===== src/rtl/up_heartbeat_arb_pkg.sv =====
// Shared types and type codes for the upstream heartbeat/BD arbiter.
// Upstream words are {code, payload}: BD words use code 0, heartbeats use a HI/LO pair.
package up_pkg;

    localparam logic [3:0] BD_CODE    = 4'h0;
    localparam logic [3:0] HB_LO_CODE = 4'hE;
    localparam logic [3:0] HB_HI_CODE = 4'hF;

    typedef enum logic {
        IDLE_BD    = 1'b0,
        HB_LO_NEXT = 1'b1
    } up_arb_state_t;

    typedef enum logic {
        GRANT_BD = 1'b0,
        GRANT_HB = 1'b1
    } up_grant_t;

    typedef struct packed {
        logic [3:0]  code;
        logic [19:0] payload;
    } up_word_t;

    function automatic up_word_t make_word(input logic [3:0] code, input logic [19:0] payload);
        up_word_t w;
        w.code    = code;
        w.payload = payload;
        return w;
    endfunction

endpackage


===== src/rtl/up_heartbeat_arb_pending.sv =====
// Captures the latest heartbeat time, clears it on launch, and flags
// any heartbeat that was overwritten before it could be sent.
module hb_pending_reg #(
    parameter int Ntime = 32
) (
    input  logic             clk,
    input  logic             reset,
    input  logic             hb_en,
    input  logic             epoch_tick,
    input  logic [Ntime-1:0] epochs_elapsed,
    input  logic             launch,
    output logic [Ntime-1:0] pend_time,
    output logic             hb_pending,
    output logic             hb_coalesced
);

    logic tick_s;

    assign tick_s = epoch_tick & hb_en;

    // A tick in the launch cycle re-arms with the new time; that is not a coalesce.
    always_ff @(posedge clk or posedge reset) begin
        if (reset) begin
            pend_time    <= '0;
            hb_pending   <= 1'b0;
            hb_coalesced <= 1'b0;
        end else if (tick_s) begin
            pend_time  <= epochs_elapsed;
            hb_pending <= 1'b1;
            if (hb_pending && !launch) begin
                hb_coalesced <= 1'b1;
            end
        end else if (launch) begin
            hb_pending <= 1'b0;
        end
    end

endmodule


===== src/rtl/up_heartbeat_arb.sv =====
// Round-robin scheduler of BD words and two-word heartbeat packets onto
// the single upstream link, with a one-entry registered output stage.
import up_pkg::*;

module up_heartbeat_arb #(
    parameter  int Ntime = 32,
    parameter  int Nbd   = 20,
    parameter  int Ncode = 4,
    localparam int Nout  = Ncode + Nbd
) (
    input  logic             clk,
    input  logic             reset,
    input  logic             hb_en,
    input  logic             epoch_tick,
    input  logic [Ntime-1:0] epochs_elapsed,
    input  logic             bd_v,
    input  logic [Nbd-1:0]   bd_d,
    output logic             bd_a,
    output logic             up_v,
    output logic [Nout-1:0]  up_d,
    input  logic             up_a,
    output logic             hb_coalesced
);

    logic             load_ok_s;
    logic             launch_s;
    logic             bd_a_s;
    logic             hb_pending_s;
    logic [Ntime-1:0] pend_time_s;
    logic [19:0]      hi_payload_s;
    // Only the low 20 bits of the launched time are needed later (for LO);
    // HI is built directly from pend_time in the launch cycle.
    logic [19:0]      snap_lo_r;
    up_arb_state_t    state_r, state_nxt_s;
    up_grant_t        grant_r, grant_nxt_s;
    logic             up_v_r, up_v_nxt_s;
    up_word_t         up_d_r, word_nxt_s;

    hb_pending_reg #(.Ntime(Ntime)) u_pending (
        .clk            (clk),
        .reset          (reset),
        .hb_en          (hb_en),
        .epoch_tick     (epoch_tick),
        .epochs_elapsed (epochs_elapsed),
        .launch         (launch_s),
        .pend_time      (pend_time_s),
        .hb_pending     (hb_pending_s),
        .hb_coalesced   (hb_coalesced)
    );

    assign load_ok_s    = ~up_v_r | up_a;
    assign hi_payload_s = 20'(pend_time_s[Ntime-1:20]);

    // Choose the next content of the output register when it may be loaded.
    always_comb begin
        state_nxt_s = state_r;
        grant_nxt_s = grant_r;
        up_v_nxt_s  = up_v_r;
        word_nxt_s  = up_d_r;
        launch_s    = 1'b0;
        bd_a_s      = 1'b0;
        if (load_ok_s) begin
            case (state_r)
                IDLE_BD: begin
                    if (hb_pending_s && ((grant_r == GRANT_BD) || !bd_v)) begin
                        up_v_nxt_s  = 1'b1;
                        word_nxt_s  = make_word(HB_HI_CODE, hi_payload_s);
                        launch_s    = 1'b1;
                        state_nxt_s = HB_LO_NEXT;
                    end else if (bd_v) begin
                        up_v_nxt_s  = 1'b1;
                        word_nxt_s  = make_word(BD_CODE, bd_d);
                        bd_a_s      = 1'b1;
                        grant_nxt_s = GRANT_BD;
                    end else begin
                        up_v_nxt_s  = 1'b0;
                    end
                end
                HB_LO_NEXT: begin
                    up_v_nxt_s  = 1'b1;
                    word_nxt_s  = make_word(HB_LO_CODE, snap_lo_r);
                    grant_nxt_s = GRANT_HB;
                    state_nxt_s = IDLE_BD;
                end
                default: begin
                    up_v_nxt_s  = 1'b0;
                    state_nxt_s = IDLE_BD;
                end
            endcase
        end else begin
            state_nxt_s = state_r;
        end
    end

    // Arbiter state, output register and launched-heartbeat snapshot.
    always_ff @(posedge clk or posedge reset) begin
        if (reset) begin
            state_r   <= IDLE_BD;
            grant_r   <= GRANT_BD;
            up_v_r    <= 1'b0;
            up_d_r    <= '0;
            snap_lo_r <= 20'h00000;
        end else begin
            state_r <= state_nxt_s;
            grant_r <= grant_nxt_s;
            up_v_r  <= up_v_nxt_s;
            up_d_r  <= word_nxt_s;
            if (launch_s) begin
                snap_lo_r <= pend_time_s[19:0];
            end
        end
    end

    assign bd_a = bd_a_s & ~reset;
    assign up_v = up_v_r;
    assign up_d = up_d_r;

endmodule

===== config.mk =====
export PLATFORM = sky130hd
export DESIGN_NAME = up_heartbeat_arb
export DESIGN_NICKNAME = d
export VERILOG_FILES = /design/src/rtl/up_heartbeat_arb_pkg.sv /design/src/rtl/up_heartbeat_arb_pending.sv /design/src/rtl/up_heartbeat_arb.sv
export SDC_FILE = /design/constraint.sdc
export NUM_CORES = 1
export LEC_CHECK = 0
export ABC_AREA = 1
export ABC_CLOCK_PERIOD_IN_PS = 3840
export CAP_MARGIN = 20
export CORE_ASPECT_RATIO = 1.75
export CORE_MARGIN = 2
export CORE_UTILIZATION = 55
export CTS_BUF_LIST = sky130_fd_sc_hd__clkbuf_8
export DETAILED_ROUTE_END_ITERATION = 10
export GPL_ROUTABILITY_DRIVEN = 0
export PLACE_DENSITY = 0.88
export SKIP_LAST_GASP = 1
export SYNTH_ARGS = -nofsm -noshare
export SYNTH_HDL_FRONTEND = slang
export SYNTH_SLANG_ARGS = --single-unit

===== constraint.sdc =====
create_clock -name clk -period 3.84 [get_ports clk]
set_input_delay 0.768 -clock clk [delete_from_list [all_inputs] [get_ports clk]]
set_output_delay 0.768 -clock clk [all_outputs]
set_load 0.01 [all_outputs]

==> results.md <==
Clock tree:
- The clock tree from TritonCTS is yes.
- Post-CTS timing repair inserted 0 buffers for setup.
- The number of hold buffers added after CTS was 0.
- The master cell of the clock root buffer is clkbuf_8.
- For this design, the sink count on the clock tree is 79.
- The number of levels the H-tree was split into is 3.
- After clock tree synthesis, the repair step resized 0 gates.
- The clock buffer count from CTS is 9.
- The worst-case clock buffer depth is 2.
- Clock-pin slew was measured on the worst setup and hold paths at 0.07 ns.
- Clock latency on the worst-skew pair, taken at its later pin, is 0.35 ns.

Synthesis:
- The number of nets handed over by synthesis was 476.
- Synthesis inferred 79 register bits.
- Of the synthesized area, sequential elements account for 0.580.
- The number of distinct library cell variants in the gate-level netlist after synthesis is 16.
- The netlist area before placement is 0.00341 mm².
- The average cell area after synthesis is 8.15 µm².
- After technology mapping, the gate count stands at 418.
- The number of warnings reported in the yosys synthesis log is 0.

Finish:
- The layout overhead on the synthesized area is 31.6%.
- The layout filler cell count is 461.
- The register with the most flip-flops in the layout has 32 of them.
- For this run, the share of the core covered by cells in the final layout is 0.737.
- The register bank with the most flops is u_pending.pend_time.
- The ratio of cells with drive above 1 in the final layout is 0.0561.
- The most common cell after layout, fill and taps aside is nand2_1.
- In the layout the commonest cells are nand2_1, clkdlybuf4s50_1, dfrtp_1.
- The number of antenna diodes in the final layout is 0.
- At the end of the flow, the number of nets in the layout was 552.
- The final instance area is 0.00449 mm².

Pwr:
- The static power due to leakage is 2.22 nW.
- VDD sags by at most 0.380 mV.
- The design draws 3.03 mW.
- The power per cell area is 676 mW/mm².

Global routing:
- For this run, global-route usage on met3 was measured as 0.0354.
- The first global-routing pass estimated 12,900 µm of wire.
- The global-route track usage on met2 is 0.428.
- In the global route stage, met1 resource usage came out at 0.278.
- The total congestion overflow after global routing is 0.
- The overall routing resource usage is 0.245.
- The layer flagged by global routing as most heavily used is met2.
- The initial antenna violation count is 0.
- The via count of the first global-routing pass is 2,865.
- The pin count of the biggest net entering global routing is 52.

Worst setup path:
- The path type of the worst setup path is input port to primary output.
- The dominant cell type by count on the critical path is nand2_1.
- In this design, the stage delay of the slowest critical-path cell is 0.56 ns.
- The count of buffering cells on the critical path with inverters included is 3.
- The element type at the critical path start is an input port.
- Data on the critical path is required at its endpoint by 3.07 ns.
- The data arrival time of the critical path is 2.43 ns.
- The critical path goes through clkdlybuf4s50_1 > nand2_1 > buf_4 > nand2_1 > nand2_1 > nor3_2 > clkdlybuf4s50_1.
- The nature of the critical path endpoint is a primary output.
- The master of the slowest instance on the critical path is clkdlybuf4s50_1.
- Along the worst path, the maximum fanout reaches 13.
- The kind of cell with the highest combined delay on the critical path is buffers and inverters.

Place:
- Before CTS, the worst setup slack after placement is 0.669 ns.
- The placed instances occupy a cell area of 0.00428 mm².
- Input and output buffers added on the ports amount to 84.
- The detailed placement HPWL is 5550 µm.

Timing:
- The total count of max-transition violations in the final report is 0.
- The setup-violating endpoint count in the final report is 0.
- The minimum setup slack in the final design is 0.645 ns.
- Setup repair after global routing left no endpoint under its margin.
- Of the available clock period, the critical path in the final layout requires 0.832.
- The worst clock skew on the final layout is 0.00669 ns.
- The timing-limited maximum frequency is 0.313 GHz.
- Headroom to the max-slew limit came out at 0.579.
- The final count of hold timing violations is 0.
- The setup TNS is 0 ns.
- The clock period minus worst slack is 3.20 ns.
- The transition time at the pin with the least slew margin is 0.629 ns.

Routing:
- Detailed routing inserted a total of 3,028 vias.
- In this run the remaining antenna-violating nets after routing total 0.
- For this run, design rule violations remaining after detail routing come to 0.
- Using the TritonRoute via totals, the vias-per-cell ratio works out to 5.23.
- For this block, the initial DRC count from the detailed router was 228.
- The first detailed-routing pass ran for 5 iterations.
- The routed wire length is 7840 µm.
- The wire length per cell is 13.5 µm.

Floorplanning:
- The row count is 38.
- The die area is 0.00687 mm².
- The initial utilization of the core area, before any placement, comes to 0.560.
- The vertical extent of the die is 108 µm.
- From left edge to right edge, the die measures 63.5 µm.
- The top-level I/O count is 85.
- The core box area is 0.00609 mm².

Worst hold path:
- The worst hold path belongs to the class flop to flop.

Run:
- The tool flagged a number of max-cap violations equal to 0.

Run status:
- The run finished with clean final reports.
## synth_stat cells, drive strengths merged
cell | instances | area, µm²
nor3 | 1 | 10.0
o21ai | 43 | 215
nor2 | 40 | 150
nand3 | 21 | 105
inv | 27 | 101
nand2 | 167 | 629
clkbuf | 14 | 55.1
nand4 | 12 | 75.1
buf | 12 | 70.1
clkinv | 1 | 3.75
dfrtp | 79 | 1980
a21oi | 1 | 16.3
## worst register-to-register path: stages, from the launching register on
cell and delay (ns):
dfrtp_1 0.70, nand2_1 0.15, buf_4 0.24, nor2_1 0.13, nand2_2 0.37, nand2_1 0.20
o21ai_0 0.11
## per-stage QoR
step | cells | hold slack, ns
floorplan | 418 | 0.449
detailed placement | 563 | 0.469
global route | 579 | 0.513
CTS | 579 | 0.489
finish | 579 | 0.489
global placement | 563 | 0.457
## path summary, 6_finish.rpt
check / slack (ns) / cells after the start / to / from
hold reg to reg: 0.49 / 2 / snap_lo_r[0] / snap_lo_r[0]
setup / recovery: 0.64 / 7 / bd_a / bd_v
max in group asynchronous: 2.26 / 3 / u_pending.pend_time[21] / reset
min in group asynchronous: 0.79 / 2 / up_d[19] / reset
setup reg to reg: 1.79 / 6 / snap_lo_r[12] / u_pending.hb_pending
hold / removal: 0.49 / 2 / snap_lo_r[0] / snap_lo_r[0]
## cell families after synthesis
group	Yosys count	synth area share
buffers and inverters	54	0.0675
DFF	79	0.580
AOI/OAI and AO/OA	44	0.0679
and+or+nand+nor	241	0.285
## area by class of cell
cell class | instances | area [µm²] | area share
tap | 80 | 100 | 0.0223
inverter | 28 | 106 | 0.0237
clock buffer | 12 | 165 | 0.0368
sequential | 79 | 1980 | 0.441
multi-input combinational | 285 | 1200 | 0.268
clock inverter | 4 | 43.8 | 0.00976
timing repair buffer | 91 | 893 | 0.199
## power by group
| group | internal, mW | switching [mW] |
|---|---|---|
| Clock | 0.349 | 0.280 |
| Sequential | 1.09 | 0.167 |
| Combinational | 0.494 | 0.651 |
## layer usage
metal  vias to the layer above  wire (µm)
li1                       1453          -
met1                      1423       2980
met2                       125       4190
met3                        27        376
met4                         0        291
met5                         -          0
(Power assumes the default switching activity.)
